==> src/rtl/sump_pkg.sv <==
// Purpose: shared SUMP protocol constants and decoder state type.
// Latency: n/a (declarations only).
// Backpressure: n/a.
package sump_pkg;

    // Bit of an opcode byte that marks a long (opcode + 32-bit argument) command.
    localparam int LONG_BIT = 7;

    // Short commands
    localparam logic [7:0] OP_RESET      = 8'h00;
    localparam logic [7:0] OP_RUN        = 8'h01;
    localparam logic [7:0] OP_ID         = 8'h02;
    localparam logic [7:0] OP_META       = 8'h04;
    localparam logic [7:0] OP_XON        = 8'h11;
    localparam logic [7:0] OP_XOFF       = 8'h13;

    // Long commands
    localparam logic [7:0] OP_DIV        = 8'h80;
    localparam logic [7:0] OP_CNT        = 8'h81;
    localparam logic [7:0] OP_FLAGS      = 8'h82;
    localparam logic [7:0] OP_TRIG_MASK0 = 8'hC0;
    localparam logic [7:0] OP_TRIG_VAL0  = 8'hC1;
    localparam logic [7:0] OP_TRIG_CFG0  = 8'hC2;

    typedef enum logic [0:0] {
        ST_IDLE = 1'b0,
        ST_ARG  = 1'b1
    } dec_state_t;

endpackage : sump_pkg

==> src/rtl/sump_cmd_decoder.sv <==
// Purpose: assembles UART bytes into SUMP short/long commands, pulses decoded control strobes.
// Latency: 1 cycle from the final byte's rx_valid to cmd_valid and strobes; all outputs registered.
// Backpressure: none; every rx_valid byte is accepted, one byte per cycle sustained.
//
// Ports:
//   clk, rst            clock and synchronous active-high reset
//   rx_data, rx_valid   byte stream from the UART receiver
//   cmd_valid/cmd_long  one-cycle completion pulse and long-command qualifier
//   cmd_op, cmd_data    last opcode / last long argument, held between commands
//   cmd_reset..cmd_xoff decoded one-cycle pulses for the control opcodes
//   cmd_abort           partial long command dropped on inter-byte timeout
//   busy                long command partially received
module sump_cmd_decoder
    import sump_pkg::*;
#(
    parameter int TIMEOUT_CYC = 100_000
) (
    input  logic        clk,
    input  logic        rst,
    input  logic [7:0]  rx_data,
    input  logic        rx_valid,
    output logic        cmd_valid,
    output logic        cmd_long,
    output logic [7:0]  cmd_op,
    output logic [31:0] cmd_data,
    output logic        cmd_reset,
    output logic        cmd_run,
    output logic        cmd_id,
    output logic        cmd_meta,
    output logic        cmd_xon,
    output logic        cmd_xoff,
    output logic        cmd_abort,
    output logic        busy
);

    dec_state_t  state_q, state_d;
    logic [1:0]  idx_q, idx_d;
    logic [7:0]  op_sh_q, op_sh_d;
    logic [31:0] arg_sh_q, arg_sh_d;
    logic        timeout_hit;

    logic        valid_d, long_d, abort_d;
    logic [7:0]  op_d;
    logic [31:0] data_d;
    logic        reset_d, run_d, id_d, meta_d, xon_d, xoff_d;

    // Inter-byte timeout: only runs while a long command is in flight. The
    // terminal compare excludes rx_valid so a byte landing on the last count
    // is taken as data instead of triggering an abort.
    generate
        if (TIMEOUT_CYC > 0) begin : g_timeout
            localparam int CNT_W = $clog2(TIMEOUT_CYC + 1);
            logic [CNT_W-1:0] to_cnt_q;

            always_ff @(posedge clk) begin
                if (rst) begin
                    to_cnt_q <= '0;
                end else if (state_q != ST_ARG || rx_valid) begin
                    to_cnt_q <= '0;
                end else begin
                    to_cnt_q <= to_cnt_q + 1'b1;
                end
            end

            assign timeout_hit = (state_q == ST_ARG) && !rx_valid &&
                                 (to_cnt_q == CNT_W'(TIMEOUT_CYC - 1));
        end else begin : g_no_timeout
            assign timeout_hit = 1'b0;
        end
    endgenerate

    always_comb begin
        state_d  = state_q;
        idx_d    = idx_q;
        op_sh_d  = op_sh_q;
        arg_sh_d = arg_sh_q;
        valid_d  = 1'b0;
        long_d   = 1'b0;
        abort_d  = 1'b0;
        op_d     = cmd_op;
        data_d   = cmd_data;
        reset_d  = 1'b0;
        run_d    = 1'b0;
        id_d     = 1'b0;
        meta_d   = 1'b0;
        xon_d    = 1'b0;
        xoff_d   = 1'b0;

        case (state_q)
            ST_IDLE: begin
                if (rx_valid) begin
                    if (rx_data[LONG_BIT]) begin
                        op_sh_d  = rx_data;
                        arg_sh_d = '0;
                        idx_d    = 2'd0;
                        state_d  = ST_ARG;
                    end else begin
                        valid_d = 1'b1;
                        op_d    = rx_data;
                        case (rx_data)
                            OP_RESET: reset_d = 1'b1;
                            OP_RUN:   run_d   = 1'b1;
                            OP_ID:    id_d    = 1'b1;
                            OP_META:  meta_d  = 1'b1;
                            OP_XON:   xon_d   = 1'b1;
                            OP_XOFF:  xoff_d  = 1'b1;
                            default:  ;
                        endcase
                    end
                end
            end
            ST_ARG: begin
                if (rx_valid) begin
                    // Little-endian: first argument byte lands in bits [7:0].
                    arg_sh_d[{idx_q, 3'b000} +: 8] = rx_data;
                    idx_d = idx_q + 2'd1;
                    if (idx_q == 2'd3) begin
                        valid_d = 1'b1;
                        long_d  = 1'b1;
                        op_d    = op_sh_q;
                        data_d  = arg_sh_d;
                        state_d = ST_IDLE;
                    end
                end else if (timeout_hit) begin
                    abort_d = 1'b1;
                    state_d = ST_IDLE;
                end
            end
            default: state_d = ST_IDLE;
        endcase
    end

    always_ff @(posedge clk) begin
        if (rst) begin
            state_q   <= ST_IDLE;
            idx_q     <= 2'd0;
            op_sh_q   <= 8'h00;
            arg_sh_q  <= 32'h0;
            cmd_valid <= 1'b0;
            cmd_long  <= 1'b0;
            cmd_op    <= 8'h00;
            cmd_data  <= 32'h0;
            cmd_reset <= 1'b0;
            cmd_run   <= 1'b0;
            cmd_id    <= 1'b0;
            cmd_meta  <= 1'b0;
            cmd_xon   <= 1'b0;
            cmd_xoff  <= 1'b0;
            cmd_abort <= 1'b0;
        end else begin
            state_q   <= state_d;
            idx_q     <= idx_d;
            op_sh_q   <= op_sh_d;
            arg_sh_q  <= arg_sh_d;
            cmd_valid <= valid_d;
            cmd_long  <= long_d;
            cmd_op    <= op_d;
            cmd_data  <= data_d;
            cmd_reset <= reset_d;
            cmd_run   <= run_d;
            cmd_id    <= id_d;
            cmd_meta  <= meta_d;
            cmd_xon   <= xon_d;
            cmd_xoff  <= xoff_d;
            cmd_abort <= abort_d;
        end
    end

    // busy is the state register itself, so it rises the cycle after the
    // opcode byte and drops together with cmd_valid or cmd_abort.
    assign busy = (state_q == ST_ARG);

endmodule : sump_cmd_decoder

==> config.mk <==
export PLATFORM = sky130hd
export DESIGN_NAME = sump_cmd_decoder
export DESIGN_NICKNAME = d
export VERILOG_FILES = /design/src/rtl/sump_pkg.sv /design/src/rtl/sump_cmd_decoder.sv
export SDC_FILE = /design/constraint.sdc
export NUM_CORES = 1
export LEC_CHECK = 0
export CORE_MARGIN = 2
export CORE_UTILIZATION = 40
export CTS_CLUSTER_DIAMETER = 50
export DETAILED_ROUTE_END_ITERATION = 8
export SETUP_SLACK_MARGIN = 0.15
export SYNTH_ARGS = -nofsm -noshare
export SYNTH_HDL_FRONTEND = slang
export SYNTH_SLANG_ARGS = --single-unit
==> constraint.sdc <==
create_clock -name clk -period 4 [get_ports clk]
set_clock_uncertainty 0.2 [all_clocks]
set_input_delay 0.8 -clock clk [delete_from_list [all_inputs] [get_ports clk]]
set_output_delay 0.8 -clock clk [all_outputs]
set_load 0.01 [all_outputs]
==> metrics.md, run 1 <==
| Metric | Value |
|---|---|
| Achievable Freq | `346 MHz` |
| R2R Path Start | `idx_q[0]` |
| RePlAce Congestion | `0.752` |
| ANT cells | `0` |
| Worst-path maximum fanout | `12` |
| Total Routed Length | `10100 um` |
| Switch share | `0.253` |
| CP Capture Type | `register` |
| Synth unique cells | `42` |
| Final period utilization | `0.723` |
| Nets | `550` |
| Yosys warns | `0` |
| Mux cell area share after synthesis | `0.0367` |
| Cells after Synth | `494` |
| Total CTS buffers | `9` |
| FF-to-FF setup slack | `1200 ps` |
| Cts-stage hold buffer count | `0` |
| Post-Synth Adder-Cell Area | `0.0199` |
| Clk_lat worst skew | `370 ps` |
| VDD IR-drop max | `0.177 mV` |
| Total number of vias | `3607` |
| WL per Instance | `14.9 um` |
| Post-synthesis compound-gate area fraction | `0.165` |
| Main synth FF type | `dfxtp_1` |
| Chip height | `109 um` |
| Clock share of power | `0.342` |
| CTS Sinks | `109` |
| Share of the yosys chip area belonging to registers | `0.496` |
| Final setup vio count | `0` |
| Num ports | `61` |
| Vias in the first global route | `3388` |
| Gr busiest metal | `met2` |
| #FFs+latches synth | `109` |
| CTS tree | `built` |
| Mean post-synth cell area | `8.91 um2` |
| Initial core utilization | `0.408` |
| Drc violations | `0` |
| Die W | `109 um` |
| Pre-antenna DRT Iters | `4` |
| Synth Area in Simple Gates | `0.215` |
| Worst Hold Path EP | `arg_sh_q[24]` |
| Least-Margin Pin Slew | `757 ps` |
| Post-Syn Area | `4400 um2` |
| Setup repair bufs after CTS | `0` |
| Comb pwr share | `0.073` |
| Hold Startpoint | `arg_sh_q[24]` |
| Initial antenna violation count | `0` |
| Worst EP arrival | `3010 ps` |
| DR vias/cell | `5.33` |
| Syn_nets | `512` |
| Pwr Density | `362 nW/um2` |
| Core footprint | `10800 um2` |
| CP delay by family, top | `simple AND/OR/NAND/NOR gates` |
| Root Buffer | `clkbuf_8` |
| Status | `finished clean` |
| Synth-to-Final Area Change | `19.4%` |
| Layout cells sized above 1 | `0.0540` |
| Final min period | `2890 ps` |
| GR Util met1 | `0.235` |
| Slowest CP cell | `clkdlybuf4s50_1` |
| PortBufs | `60` |
| Post-synthesis xor/xnor area fraction | `0.0199` |
| GRT met3 Usage | `0.0484` |
| RSZ-0062 raised after global routing | `false` |
| Max_cap viols | `0` |
| CTS max path bufs | `2` |
| Int Power | `1.42 mW` |
| Largest net degree at the start of global routing | `42` |
| R2R cell count | `6` |
| GR met2 Demand/Resource | `0.282` |
| Leak | `1.81 nW` |
| Max incr delay on CP | `620 ps` |
| Hold path cells | `2` |
| First-pass GRT wire length | `16500 um` |
| Crit-path cells | `clkdlybuf4s50_1 > and2_1 > nand2b_1 > nor2b_1 > a22o_1` |
| Largest family of logic cells by synthesized area | `simple AND/OR/NAND/NOR gates` |
| Final Util | `0.487` |
| GR Overflow Total | `0` |
| Clock-pin slew on the worst setup and hold paths | `100 ps` |
| Worst Path Buf+Inv | `1` |
| Post_cts resized | `0` |
| Required @ worst endpoint | `4110 ps` |
| Reg power frac | `0.585` |
| Final Hold Fails | `0` |
| Die ar. | `11900 um2` |
| Hold WC Path Type | `register to register` |
| Post-DP HPWL | `6710 um` |
| CP Depth | `5` |
| Post-synth EDFFs | `0` |
| Fin. max-slew vios | `0` |
| DRT antenna net count | `0` |
| Rel. slew slack | `0.495` |
| Row cnt | `38` |
| Reg-to-Reg End | `arg_sh_q[19]` |
| GRT Total Usage | `0.176` |
| Sw Pwr | `0.481 mW` |
| Setup TNS | `0 ps` |
| Max H-tree Level | `3` |
| Ys async rst share | `0` |
| Startpoint Class | `input pin` |
| Initial DRC Count | `206` |
| Setup CP Type | `input pin to register` |
==> cells by family after synthesis <==
group / count (synthesis)
AO/OA/AOI/OAI: 103
XOR/XNOR: 10
adder cells (fa/ha/maj): 7
buffers and inverters: 54
flip-flops: 109
multiplexers: 16
AND/OR/NAND/NOR: 195
==> worst max-delay path by stage <==
stage,start,end,slack (ps)
floorplan,rx_valid,arg_sh_q[11],1790
global placement,rx_valid,arg_sh_q[18],850
detailed placement,rx_valid,arg_sh_q[21],750
CTS,busy,busy,1110
global route,idx_q[0],arg_sh_q[23],930
finish,rx_valid,arg_sh_q[19],1110
==> power by group through the flow <==
| stage | clock network, mW | registers (mW) | logic, mW |
|---|---|---|---|
| after global routing | 0.710 | 1.11 | 0.153 |
| after floorplan | 0 | 1.13 | 0.0930 |
| after global placement | 0 | 1.14 | 0.137 |
| after detailed placement | 0 | 1.14 | 0.139 |
| after CTS | 0.673 | 1.11 | 0.139 |
| final | 0.650 | 1.11 | 0.139 |
==> cell usage after synthesis (2+ instances only) <==
cell	instances	share of area
nor4_1	5	0.0071
nor2b_1	13	0.018
nor2_1	68	0.058
a22oi_1	9	0.015
nand2_1	40	0.034
or3_2	2	0.0034
a22o_1	18	0.036
buf_2	4	0.0045
and4_1	2	0.0040
a211oi_1	13	0.022
o22ai_1	7	0.010
nor4bb_1	2	0.0045
and2_1	2	0.0028
ha_1	7	0.020
nand4_1	5	0.0071
o21ai_0	14	0.016
a221oi_1	18	0.036
xor2_1	2	0.0040
nand3_1	9	0.010
nor3b_1	2	0.0034
and3_1	3	0.0043
a21oi_1	16	0.018
mux2i_1	15	0.034
nor3_1	25	0.028
nand3b_1	2	0.0034
xnor2_1	8	0.016
a31oi_1	6	0.0085
inv_1	16	0.014
nand2b_1	4	0.0057
or3_1	5	0.0071
dfxtp_1	109	0.50
clkbuf_1	33	0.028
==> worst register-to-register path, stage by stage, from the launching register on <==
cell and delay (ps):
dfxtp_1 490, inv_1 200, ha_1 450, nor2_1 230, and4_1 400, nor2b_1 520, a22o_1 240
==> per-stage QoR <==
step,instance area (um2),hold WS (ps),std cells,worst slack [ps],power [mW]
3_3_place_gp,5060,229,661,851,1.27
2_1_floorplan,4400,217,494,1790,1.23
4_1_cts,5260,260,677,1110,1.92
3_5_place_dp,5060,235,661,750,1.28
6_report,5260,256,677,1110,1.90
5_1_grt,5260,282,677,930,1.98
==> layer usage <==
layer	share of wire	vias up	wire (um)
met4	0.012	0	116
li1	-	1815	-
met1	0.48	1708	4880
met3	0.041	11	410
met2	0.46	73	4660
met5	0	-	0
==> sequential cells by signal, summed over array words and instances (netlist names), 2 cells and up <==
name,count
g_timeout.to_cnt_q,17
op_sh_q,8
cmd_data,32
cmd_op,8
arg_sh_q,32
idx_q,2
==> final cells by class <==
cell class | instances | area, um2
multi-input cells | 331 | 2010
clock buffers | 11 | 151
repair buffers | 65 | 633
well taps | 140 | 175
flip-flops and latches | 109 | 2180
clock inverters | 5 | 42.5
inverters | 16 | 60.1
fillers | 1018 | 5540
==> cell usage in the layout, fill, tap and decap left out, types with 6 or more instances in the layout <==
cell type / instances
a211oi_1: 13
a21oi_1: 16
a221oi_1: 18
a22o_1: 18
a22oi_1: 9
a31oi_1: 6
clkbuf_8: 11
clkdlybuf4s50_1: 59
dfxtp_1: 109
ha_1: 7
inv_1: 16
mux2i_1: 15
nand2_1: 40
nand3_1: 9
nor2_1: 68
nor2b_1: 13
nor3_1: 25
o21ai_0: 14
o22ai_1: 7
xnor2_1: 8
No activity file was read; power rests on OpenSTA's default activity.
==> run 2, diff against run 1 <==
clock period = 2.35 ns   (was 4 ns; I/O delays follow)
==> run 2 against run 1 <==
  * Highest routed layer unchanged
  * Sequential power up 70%
  * Count of clock-buffer cells in the layout down 2
  * First-iteration DRC count down 17%
  * Clock power up 71%
  * Worst setup slack worse by 820 ps
  * Power up 72%
  * Sequential share of layout area down 1.4 points
  * Register-to-register slack worse by 900 ps
  * Combinational power up 92%
  * Non-clock buffer count up 20
  * Die area unchanged
  * Critical endpoint is now busy
  * Global-route usage up 0.71 points
==> metrics.md, run 2 (synthesis results as in run 1) <==
| Metric | Value |
|---|---|
| Layout cells sized above 1 | `0.0971 (was 0.0540)` |
| Total CTS buffers | `9 (unchanged)` |
| RePlAce Congestion | `0.798 (was 0.752)` |
| VDD IR-drop max | `0.361 mV (was 0.177 mV)` |
| Required @ worst endpoint | `1680 ps (was 4110 ps)` |
| # fillers | `1054 (was 1018)` |
| Most frequent cells in the layout | `107 x dfxtp_1, 68 x nor2_1, 59 x clkdlybuf4s50_1 (was 109 x dfxtp_1, 68 x nor2_1, 59 x clkdlybuf4s50_1)` |
| Nets | `570 (was 550)` |
| Comb pwr share | `0.082 (was 0.073)` |
| Worst-path maximum fanout | `13 (was 12)` |
| Total Routed Length | `10200 um (was 10100 um)` |
| Fin. max-slew vios | `0 (unchanged)` |
| CTS Sinks | `109 (unchanged)` |
| Post-DP HPWL | `7040 um (was 6710 um)` |
| Int Power | `2.47 mW (was 1.42 mW)` |
| Setup CP Type | `register to output pin (was input pin to register)` |
| Cts-stage hold buffer count | `0 (unchanged)` |
| Row cnt | `38 (unchanged)` |
| CTS max path bufs | `2 (unchanged)` |
| Pwr Density | `599 nW/um2 (was 362 nW/um2)` |
| ANT cells | `0 (unchanged)` |
| Sw Pwr | `0.797 mW (was 0.481 mW)` |
| Worst Path Buf+Inv | `1 (unchanged)` |
| Switch share | `0.244 (was 0.253)` |
| CP Capture Type | `output pin (was register)` |
| Final setup vio count | `0 (unchanged)` |
| Slack of the critical path | `283 ps (was 1110 ps)` |
| GRT Total Usage | `0.184 (was 0.176)` |
| Clock share of power | `0.340 (was 0.342)` |
| Achievable Freq | `484 MHz` |
| CTS tree | `built (unchanged)` |
| Core footprint | `10800 um2 (unchanged)` |
| Final Hold Fails | `0 (unchanged)` |
| Slowest CP cell | `clkdlybuf4s50_1 (unchanged)` |
| Chip height | `109 um (unchanged)` |
| Max incr delay on CP | `580 ps (was 620 ps)` |
| Pre-antenna DRT Iters | `4 (unchanged)` |
| Drc violations | `0 (unchanged)` |
| Largest net degree at the start of global routing | `29 (was 42)` |
| First-pass GRT wire length | `17000 um (was 16500 um)` |
| Total number of vias | `3673 (was 3607)` |
| PortBufs | `60 (unchanged)` |
| Final period utilization | `0.879` |
| Vias in the first global route | `3509 (was 3388)` |
| Die W | `109 um (unchanged)` |
| Die ar. | `11900 um2 (unchanged)` |
| Clock-pin slew on the worst setup and hold paths | `100 ps (about the same)` |
| Leak | `1.91 nW (was 1.81 nW)` |
| Least-Margin Pin Slew | `669 ps (was 757 ps)` |
| Place WS | `-24.7 ps (was 750 ps)` |
| Regs by FF count | `arg_sh_q: 32 flops, cmd_data: 32 flops, g_timeout.to_cnt_q: 17 flops (unchanged)` |
| DRT antenna net count | `0 (unchanged)` |
| Clk_lat worst skew | `370 ps (about the same)` |
| DR vias/cell | `5.28 (was 5.33)` |
| RSZ-0062 raised after global routing | `false (unchanged)` |
| Synth-to-Final Area Change | `23.7% (was 19.4%)` |
| Worst EP arrival | `1400 ps (was 3010 ps)` |
| Max H-tree Level | `3 (unchanged)` |
| Commonest non-fill, non-tap cell in the layout | `dfxtp_1 (unchanged)` |
| Initial DRC Count | `170 (was 206)` |
| Reg power frac | `0.578 (was 0.585)` |
| Total power | `3.26 mW (was 1.90 mW)` |
| Final min period | `2070 ps` |
| Max_cap viols | `0 (unchanged)` |
| GR Overflow Total | `0 (unchanged)` |
| Startpoint Class | `register (was input pin)` |
| Initial antenna violation count | `0 (unchanged)` |
| Num ports | `61 (unchanged)` |
| Status | `finished clean (unchanged)` |
| Initial core utilization | `0.408 (unchanged)` |
| Rel. slew slack | `0.554 (was 0.495)` |
| Crit-path cells | `clkdlybuf4s50_1 (was clkdlybuf4s50_1 > and2_1 > nand2b_1 > nor2b_1 > a22o_1)` |
| Root Buffer | `clkbuf_8 (unchanged)` |
| Hold WC Path Type | `register to register (unchanged)` |
| CP delay by family, top | `buffers and inverters (was simple AND/OR/NAND/NOR gates)` |
| WL per Instance | `14.6 um (was 14.9 um)` |
-- run 2: changes by cell type in the layout (fill, tap and decap cells not counted), moves of 2 or more --
cell,change
buf_12,+2
buf_4,+18
clkbuf_8,-2
clkinv_4,-2
clkinvlp_4,+3
dfxtp_1,-2
dfxtp_2,+2
inv_6,-2
nor2b_1,-3
nor2b_2,+3
-- run 2: power by group through the flow --
stage	Combinational (mW)	Clock [mW]	Sequential (mW)
2_1_floorplan	0.158	0	1.93
3_3_place_gp	0.262	0	1.93
3_5_place_dp	0.265	0	1.93
4_1_cts	0.266	1.16	1.89
5_1_grt	0.294	1.22	1.89
6_report	0.267	1.11	1.89
-- run 2: path summary, 6_finish.rpt --
check | startpoint | end | slack [ps] | cells after the start
max reg2reg | idx_q[0] | cmd_data[3] | 300 | 6
min | arg_sh_q[30] | arg_sh_q[30] | 260 | 2
min reg2reg | arg_sh_q[30] | arg_sh_q[30] | 260 | 2
max | busy | busy | 280 | 1
-- run 2: cell type report --
class | count | area (um2) | area share
inverter | 16 | 60.1 | 0.0110
tap | 140 | 175 | 0.0322
multi-input combinational | 331 | 2020 | 0.372
clock inverter | 6 | 65.1 | 0.0120
timing repair buffer | 85 | 808 | 0.149
clock buffer | 9 | 124 | 0.0228
sequential | 109 | 2180 | 0.401
-- run 2: metal layers --
metal | up-vias | part of all wire | global-route usage
met5 | - | 0 | 0
met2 | 62 | 0.48 | 0.303
li1 | 1854 | - | -
met4 | 0 | 0.0067 | 0.0458
met1 | 1753 | 0.48 | 0.238
met3 | 4 | 0.037 | 0.0496
-- run 2: timing repair --
action,4_1_cts,5_1_grt
endpoints found under the hold margin,0,0
buffers inserted,0,0
resized for setup,1,5
pin swaps,0,0
setup endpoints to repair,1,23
-- run 2: metrics by stage --
stage	setup TNS, ps	utilization	cells	instance area, um2	hold slack [ps]
2_1_floorplan	0	-	494	4400	217
3_3_place_gp	0	0.485	681	5240	229
3_5_place_dp	-170	0.485	681	5240	239
4_1_cts	0	0.503	696	5430	240
5_1_grt	0	0.504	696	5440	256
6_report	0	0.504	696	5440	259
